===== src/rtl/dma_pkg.sv =====
// Shared definitions for the DMA response demultiplexer: FSM state
// encoding, channel-select encoding and the bus ERROR response code.
package dma_pkg;

  typedef enum logic [1:0] {
    IDLE = 2'd0,
    DATA = 2'd1,
    ERR1 = 2'd2
  } dma_state_e;

  // Address-phase owner encoding carried on addr_sel / dp_sel.
  localparam logic CH_A = 1'b1;
  localparam logic CH_B = 1'b0;

  // HRESP value signalling an ERROR response.
  localparam logic HRESP_ERROR = 1'b1;

endpackage


===== src/rtl/dma_beat_cnt.sv =====
// Per-channel successful-beat counter; wraps silently at 2^CNT_W-1.
module dma_beat_cnt #(
  parameter int CNT_W = 8
) (
  input  logic             clk,
  input  logic             rst_n,
  input  logic             inc,
  output logic [CNT_W-1:0] cnt
);

  logic [CNT_W-1:0] cnt_q, cnt_d;

  // Next count: advance by one on each delivered beat.
  always_comb begin
    cnt_d = cnt_q;
    if (inc) cnt_d = cnt_q + CNT_W'(1);
  end

  // Count register.
  // NOTE: sequential state uses non-blocking (<=) so every flop samples pre-edge values.
  always_ff @(posedge clk or negedge rst_n) begin
    if (!rst_n) cnt_q <= '0;
    else        cnt_q <= cnt_d;
  end

  assign cnt = cnt_q;

endmodule


===== src/rtl/dma_resp_demux.sv =====
// Steers AHB data-phase read responses to one of two DMA channels based on
// which channel owned the matching address phase.
// Optional feature: define DMA_RESP_DEMUX_ERR_EN to decode the two-cycle
// ERROR response into per-channel err pulses; otherwise HRESP is ignored.
module dma_resp_demux
  import dma_pkg::*;
#(
  parameter int WIDTH = 32,
  parameter int CNT_W = 8
) (
  input  logic             HCLK,
  input  logic             HRESETn,
  input  logic             addr_valid,
  input  logic             addr_sel,
  input  logic             HREADY,
  input  logic [WIDTH-1:0] HRDATA,
  input  logic             HRESP,
  output logic [WIDTH-1:0] ch_a_rdata,
  output logic [WIDTH-1:0] ch_b_rdata,
  output logic             ch_a_valid,
  output logic             ch_b_valid,
  output logic             ch_a_err,
  output logic             ch_b_err,
  output logic [CNT_W-1:0] ch_a_beats,
  output logic [CNT_W-1:0] ch_b_beats,
  output logic             busy
);

  dma_state_e       state_q, state_d;
  logic             dp_valid_q, dp_valid_d;
  logic             dp_sel_q, dp_sel_d;
  logic [WIDTH-1:0] a_rdata_q, a_rdata_d;
  logic [WIDTH-1:0] b_rdata_q, b_rdata_d;
  logic             a_valid_q, a_valid_d;
  logic             b_valid_q, b_valid_d;
  logic             beat_done;  // data phase completes this cycle
  logic             beat_err;   // ...and it completes with ERROR

  // Pipeline the address phase, run the response FSM and steer read data.
  // NOTE: every always_comb output gets a default first so no path can infer a latch.
  always_comb begin
    state_d    = state_q;
    dp_valid_d = dp_valid_q;
    dp_sel_d   = dp_sel_q;
    a_rdata_d  = a_rdata_q;
    b_rdata_d  = b_rdata_q;
    a_valid_d  = 1'b0;
    b_valid_d  = 1'b0;
    beat_done  = 1'b0;
    beat_err   = 1'b0;

    // The bus only advances the address phase on HREADY.
    if (HREADY) begin
      dp_valid_d = addr_valid;
      dp_sel_d   = addr_sel;
    end

    unique case (state_q)
      IDLE: begin
        if (HREADY && addr_valid) state_d = DATA;
      end
      DATA: begin
        if (HREADY) begin
          beat_done = 1'b1;
`ifdef DMA_RESP_DEMUX_ERR_EN
          beat_err  = (HRESP == HRESP_ERROR);
`endif
          state_d   = addr_valid ? DATA : IDLE;
        end
`ifdef DMA_RESP_DEMUX_ERR_EN
        // First cycle of the two-cycle ERROR response.
        else if (HRESP == HRESP_ERROR) begin
          state_d = ERR1;
        end
`endif
      end
      ERR1: begin
`ifdef DMA_RESP_DEMUX_ERR_EN
        if (HREADY) begin
          beat_done = 1'b1;
          beat_err  = 1'b1;
          state_d   = addr_valid ? DATA : IDLE;
        end
`else
        state_d = IDLE;
`endif
      end
      default: state_d = IDLE;
    endcase

    // Successful beat: latch data for the owner and pulse its valid.
    if (beat_done && dp_valid_q && !beat_err) begin
      if (dp_sel_q == CH_A) begin
        a_rdata_d = HRDATA;
        a_valid_d = 1'b1;
      end else begin
        b_rdata_d = HRDATA;
        b_valid_d = 1'b1;
      end
    end
  end

  // State, owner pipeline and response registers.
  // NOTE: the read-data registers are plain flops, not a memory, so they take the reset too.
  always_ff @(posedge HCLK or negedge HRESETn) begin
    if (!HRESETn) begin
      state_q    <= IDLE;
      dp_valid_q <= 1'b0;
      dp_sel_q   <= 1'b0;
      a_rdata_q  <= '0;
      b_rdata_q  <= '0;
      a_valid_q  <= 1'b0;
      b_valid_q  <= 1'b0;
    end else begin
      state_q    <= state_d;
      dp_valid_q <= dp_valid_d;
      dp_sel_q   <= dp_sel_d;
      a_rdata_q  <= a_rdata_d;
      b_rdata_q  <= b_rdata_d;
      a_valid_q  <= a_valid_d;
      b_valid_q  <= b_valid_d;
    end
  end

`ifdef DMA_RESP_DEMUX_ERR_EN
  logic a_err_q, a_err_d;
  logic b_err_q, b_err_d;

  // ERROR completion: pulse err for the owner instead of valid.
  always_comb begin
    a_err_d = beat_done && beat_err && dp_valid_q && (dp_sel_q == CH_A);
    b_err_d = beat_done && beat_err && dp_valid_q && (dp_sel_q == CH_B);
  end

  // Error pulse registers.
  always_ff @(posedge HCLK or negedge HRESETn) begin
    if (!HRESETn) begin
      a_err_q <= 1'b0;
      b_err_q <= 1'b0;
    end else begin
      a_err_q <= a_err_d;
      b_err_q <= b_err_d;
    end
  end

  assign ch_a_err = a_err_q;
  assign ch_b_err = b_err_q;
`else
  // Without error decoding HRESP has no effect.
  logic unused_hresp;
  assign unused_hresp = HRESP;
  assign ch_a_err     = 1'b0;
  assign ch_b_err     = 1'b0;
`endif

  dma_beat_cnt #(.CNT_W(CNT_W)) u_cnt_a (
    .clk   (HCLK),
    .rst_n (HRESETn),
    .inc   (a_valid_d),
    .cnt   (ch_a_beats)
  );

  dma_beat_cnt #(.CNT_W(CNT_W)) u_cnt_b (
    .clk   (HCLK),
    .rst_n (HRESETn),
    .inc   (b_valid_d),
    .cnt   (ch_b_beats)
  );

  assign ch_a_rdata = a_rdata_q;
  assign ch_b_rdata = b_rdata_q;
  assign ch_a_valid = a_valid_q;
  assign ch_b_valid = b_valid_q;
  assign busy       = (state_q != IDLE);

endmodule


===== config.mk =====
export PLATFORM = sky130hd
export DESIGN_NAME = dma_resp_demux
export DESIGN_NICKNAME = d
export VERILOG_FILES = /design/src/rtl/dma_pkg.sv /design/src/rtl/dma_beat_cnt.sv /design/src/rtl/dma_resp_demux.sv
export SDC_FILE = /design/constraint.sdc
export NUM_CORES = 1
export LEC_CHECK = 0
export CORE_UTILIZATION = 30
export CTS_BUF_LIST = sky130_fd_sc_hd__clkbuf_4 sky130_fd_sc_hd__clkbuf_8
export CTS_CLUSTER_DIAMETER = 80
export CTS_CLUSTER_SIZE = 24
export DETAILED_ROUTE_END_ITERATION = 6
export PLACE_DENSITY = 0.61
export SKIP_LAST_GASP = 1
export SLEW_MARGIN = 25
export SYNTH_ARGS = -nofsm -noshare
export SYNTH_HDL_FRONTEND = slang
export SYNTH_SLANG_ARGS = --single-unit
export TNS_END_PERCENT = 20

===== constraint.sdc =====
create_clock -name HCLK -period 3.6 [get_ports HCLK]
set_clock_uncertainty 0.2 [all_clocks]
set_input_delay 0.72 -clock HCLK [delete_from_list [all_inputs] [get_ports HCLK]]
set_output_delay 0.72 -clock HCLK [all_outputs]
set_load 0.05 [all_outputs]

==> qor.txt, run 1 <==
status: finished, final reports clean
PD cells: 785 nW/um^2
Post-synth EDFFs: 0
Synth top area share: 0.647
ys flop type: dfrtp_1
Finish-stage setup viols: 0
cell breakdown of the critical path: clkdlybuf4s50_1
ys async rst share: 1.00
die extent in x: 107 um
DRC viols: 0
Yosys reg bits: 85
clk_lat worst skew: 0.34 ns
RR Startpoint: dp_sel_q
post-synth top area cell: dfrtp_1
critical path class: flip-flop to output pin
fin crit share: 0.708
DR WL/cell: 13.6 um
PostCTS Resize Cnt: 0
area occupied by multi-input gates: 1060 um^2
CTS tree: done
Crit path arrival time: 1.63 ns
DRT iter0 DRCs: 96
layout cells sized above 1: 0.0592
GRT overflow: 0
Mapped Cells: 347
vias in the first global route: 2685
Tmin final: 2.55 ns
Cell variety after synth: 24
pin count of the biggest net entering global routing: 46
die area: 11400 um^2
via density per instance: 4.35
Root Buffer: clkbuf_8
Reg clk slew, reported paths: 0.08 ns
number of nets in the layout: 509
Final Max Slew Viols: 0
min-delay worst type: primary input to asynchronous set/reset pin
via count: 2651
initial antenna violation count: 0
Layout fillers: 1069
Pleak: 2.38 nW
Slowest-stage cell, CP: clkdlybuf4s50_1
DP Worst Slack: 0.907 ns
CTS HTree Levels: 3
global-route wire length before repair: 13400 um
Mapped Avg Cell Area: 9.48 um^2
cell area after layout: 4820 um^2
Hold Fails Final Rpt: 0
setup TNS: 0 ns
Tot Pwr: 3.78 mW
Max-slew headroom: 0.639
Reg area: 2130 um^2
element type at the critical path start: flip-flop
CP peak stage delay: 0.84 ns
FP Rows: 37
Yosys warning total: 0
Largest delay share family, worst path: buffers and inverters
Worst Tran Pin Value: 0.541 ns
CTS Buf Count: 9
die height: 107 um
core footprint: 10500 um^2
clk sinks: 85
Port Buffers: 119
FF-to-FF path depth: 3
CTS Hold Bufs: 0
synthesized area: 3290 um^2
CP Buf/Inv Count: 1
Initial Util: 0.314
Peak Freq: 392 MHz
final wirelength: 8280 um
flop-to-flop setup slack: 1.81 ns
RSZ-0062 raised after global routing: false
CP required: 2.68 ns
antenna fix cells: 0
Area growth syn-to-layout: 46.5%
routability cong.: 0.726
GRT Overall Usage: 0.152
ANT nets after route: 0
I/O pins: 123
final worst setup slack: 1.05 ns
post-CTS setup buffer count: 0
count leader, synth: nand2_1
post-layout util: 0.460
top cells by count, synth: nand2_1, dfrtp_1, buf_2, xor2_1, xnor2_1
Detail Placement HPWL: 5600 um
crit path max fanout: 5
Detailed Routing Iterations Pass 1: 6
Crit. End Element: output pin
sequential share of the synthesized area: 0.647
DP Area: 4630 um^2
Worst VDD drop: 0.380 mV
max-cap viol count: 0
top cells by area, synth: dfrtp_1, nand2_1, xor2_1
clock buffer depth: 2
worst flop-to-flop path endpoint: u_cnt_b.cnt[7]
-- how the worst max path moves through the flow --
| stage | from | to | cells past startpoint |
|---|---|---|---|
| after floorplan | state_q[0] | u_cnt_a.cnt[7] | 4 |
| after global placement | HREADY | u_cnt_b.cnt[7] | 4 |
| after detailed placement | HREADY | u_cnt_b.cnt[7] | 4 |
| after CTS | u_cnt_a.cnt[0] | ch_a_beats[0] | 1 |
| after global routing | u_cnt_a.cnt[0] | ch_a_beats[0] | 1 |
| final | u_cnt_a.cnt[0] | ch_a_beats[0] | 1 |
-- cells in the final DEF (no fill, tap or decap), types with 2 or more instances in the layout --
cell type,count
buf_4,7
clkbuf_4,2
clkbuf_8,9
clkdlybuf4s50_1,118
clkinvlp_4,2
conb_1,2
dfrtp_1,85
ha_1,2
inv_1,2
nand2_1,207
nand3_1,3
nand4_1,2
nor2_1,2
nor3_1,3
o21ai_0,2
xnor2_1,6
xor2_1,8
-- flip-flops by register name, indices dropped and copies added (netlist names) --
name         cells
ch_b_valid       1
ch_a_rdata      32
ch_b_rdata      32
dp_sel_q         1
state_q          1
ch_a_valid       1
dp_valid_q       1
u_cnt_b.cnt      8
u_cnt_a.cnt      8
-- cell type report --
class	count	area share
inverters	4	0.00312
well taps	136	0.0353
multi-input cells	243	0.221
clock inverters	4	0.0104
clock buffers	11	0.0288
repair buffers	126	0.260
flip-flops and latches	85	0.442
-- cells by family (layout without fill, tap and decap cells) --
| kind of cell | count (synthesis) | count (layout) | share of synthesized area |
|---|---|---|---|
| AOI/OAI and AO/OA | 2 | 2 | 0.00304 |
| xor gates and xnor gates | 14 | 14 | 0.0373 |
| adders and majority gates | 2 | 2 | 0.00761 |
| buffers and inverters | 20 | 145 | 0.0312 |
| DFF | 85 | 85 | 0.647 |
| muxes | 1 | 1 | 0.00342 |
| other | 1 | 2 | 0.00114 |
| and+or+nand+nor | 222 | 222 | 0.269 |
-- through the flow --
stage	std cells	hold slack (ns)
2_1_floorplan	348	0.224
3_3_place_gp	594	0.258
3_5_place_dp	594	0.261
4_1_cts	609	0.166
5_1_grt	609	0.169
6_report	609	0.153
-- power breakdown --
part | switching [mW] | internal, mW | leakage (nW)
clock | 0.322 | 0.332 | 0.0922
sequential | 0.166 | 1.21 | 1.09
combinational | 1.20 | 0.561 | 1.20
total | 1.68 | 2.10 | 2.38
-- per-layer routing --
metal	GRT usage	share of wire	wire (um)
met1	0.190	0.46	3850
met2	0.255	0.47	3860
met3	0.0468	0.061	507
met4	0.0411	0.0081	67
met5	0	0	0
Note: power is estimated with default switching activity, not from simulation.
==> run 2: changes to the inputs <==
- clock period: 3.6 -> 2.5 ns (I/O delays scaled with it)
==> run 2 against run 1 <==
Total power up 51%. Flip-flop and latch count unchanged. Combinational power up 44%. Design area up 2.5%. Critical path depth unchanged. Sequential share of layout area down 1.1 points. Routed wire length down 1.1%. Via count up 0.79%. Worst setup slack worse by 0.87 ns. Critical endpoint is now ch_a_beats[1]. Largest cell class unchanged. Largest power group unchanged. Highest routed layer unchanged.
==> qor.txt, run 2 (synthesis gave the netlist of run 1 again) <==
Final Max Slew Viols: 0
setup TNS: 0 ns
critical path class: flip-flop to output pin
Largest delay share family, worst path: buffers and inverters
fin crit share: 0.928
DP Worst Slack: 0.167 ns
clk sinks: 85
Crit path arrival time: 1.62 ns
Pleak: 2.45 nW
internal power: 3.27 mW
min-delay worst type: flip-flop to flip-flop
die extent in x: 107 um
switching power: 2.46 mW
CP required: 1.80 ns
ANT nets after route: 0
clk_lat worst skew: 0.33 ns
Worst VDD drop: 0.583 mV
PD cells: 1160 nW/um^2
most common cell after layout, fill and taps aside: nand2_1
status: finished, final reports clean
routability cong.: 0.770
max-cap viol count: 0
Slowest-stage cell, CP: clkdlybuf4s50_1
DRC viols: 0
DR WL/cell: 13.3 um
via density per instance: 4.34
Net Sw Frac: 0.429
Layout fillers: 1036
I/O pins: 123
Root Buffer: clkbuf_8
final wirelength: 8190 um
core footprint: 10500 um^2
CP peak stage delay: 0.84 ns
Crit. End Element: output pin
DRT iter0 DRCs: 113
CP Buf/Inv Count: 1
Detail Placement HPWL: 5690 um
DP Area: 4670 um^2
Detailed Routing Iterations Pass 1: 4
Port Buffers: 119
Initial Util: 0.314
antenna fix cells: 0
vias in the first global route: 2618
number of nets in the layout: 514
GRT overflow: 0
RSZ-0062 raised after global routing: false
Peak Freq: 431 MHz
CTS Hold Bufs: 1
initial antenna violation count: 0
PostCTS Resize Cnt: 0
Worst Tran Pin Value: 0.581 ns
Sequential Power Share: 0.344
cell breakdown of the critical path: clkdlybuf4s50_1
clock buffer depth: 2
die height: 107 um
die area: 11400 um^2
final worst setup slack: 0.181 ns
Clock power frac: 0.213
via count: 2672
Tmin final: 2.32 ns
Tot Pwr: 5.73 mW
CTS tree: done
FP Rows: 37
Reg clk slew, reported paths: 0.09 ns
pin count of the biggest net entering global routing: 46
Fin Hold WS: 0.272 ns
global-route wire length before repair: 13200 um
CTS Buf Count: 9
Logic pwr share: 0.443
cell area after layout: 4940 um^2
Area growth syn-to-layout: 50.2%
layout cells sized above 1: 0.0689
crit path max fanout: 5
most frequent cells in the layout: nand2_1, clkdlybuf4s50_1, dfrtp_1, clkbuf_8, buf_4
GRT Overall Usage: 0.149
Finish-stage setup viols: 0
Max-slew headroom: 0.612
post-CTS setup buffer count: 0
CTS HTree Levels: 3
Hold Fails Final Rpt: 0
element type at the critical path start: flip-flop
-- run 2: final timing paths --
kind                                     start             end  slack, ns  cells past startpoint
worst max-delay path            u_cnt_a.cnt[1]   ch_a_beats[1]       0.18                      1
worst max register to register        dp_sel_q  u_cnt_b.cnt[5]       0.82                      4
worst min register to register  u_cnt_b.cnt[7]  u_cnt_b.cnt[7]       0.27                      1
max in group asynchronous              HRESETn  ch_b_rdata[16]       0.98                      3
min in group asynchronous              HRESETn   ch_b_rdata[4]       0.49                      2
worst min-delay path            u_cnt_b.cnt[7]  u_cnt_b.cnt[7]       0.27                      1
-- run 2: metrics by stage --
| step | instances | utilization |
|---|---|---|
| 6_report | 615 | 0.472 |
| 5_1_grt | 615 | 0.472 |
| 4_1_cts | 615 | 0.472 |
| 3_5_place_dp | 598 | 0.446 |
| 3_3_place_gp | 598 | 0.446 |
| 2_1_floorplan | 348 | - |
-- run 2: power by group through the flow --
| stage | Clock (mW) | Sequential (mW) | Combinational [mW] |
|---|---|---|---|
| after floorplan | 0 | 3.25 | 0.333 |
| after global placement | 0 | 1.99 | 2.54 |
| after detailed placement | 0 | 1.99 | 2.56 |
| after CTS | 1.25 | 1.98 | 2.57 |
| after global routing | 1.31 | 2.03 | 2.67 |
| final | 1.22 | 1.97 | 2.54 |
-- run 2: routing by layer --
metal	up-vias	track usage	routed length, um
li1	1310	-	-
met1	1275	0.198	3690
met2	82	0.241	3940
met3	5	0.0340	511
met4	0	0.0499	55
met5	-	0	0
-- run 2: layout make-up --
cell class	count	area (um^2)	share of cell area
sequential	85	2130	0.431
timing repair buffer	131	1310	0.265
multi-input combinational	243	1060	0.215
tap	136	170	0.0345
clock buffer	11	151	0.0307
clock inverter	5	106	0.0215
inverter	4	15.0	0.00304
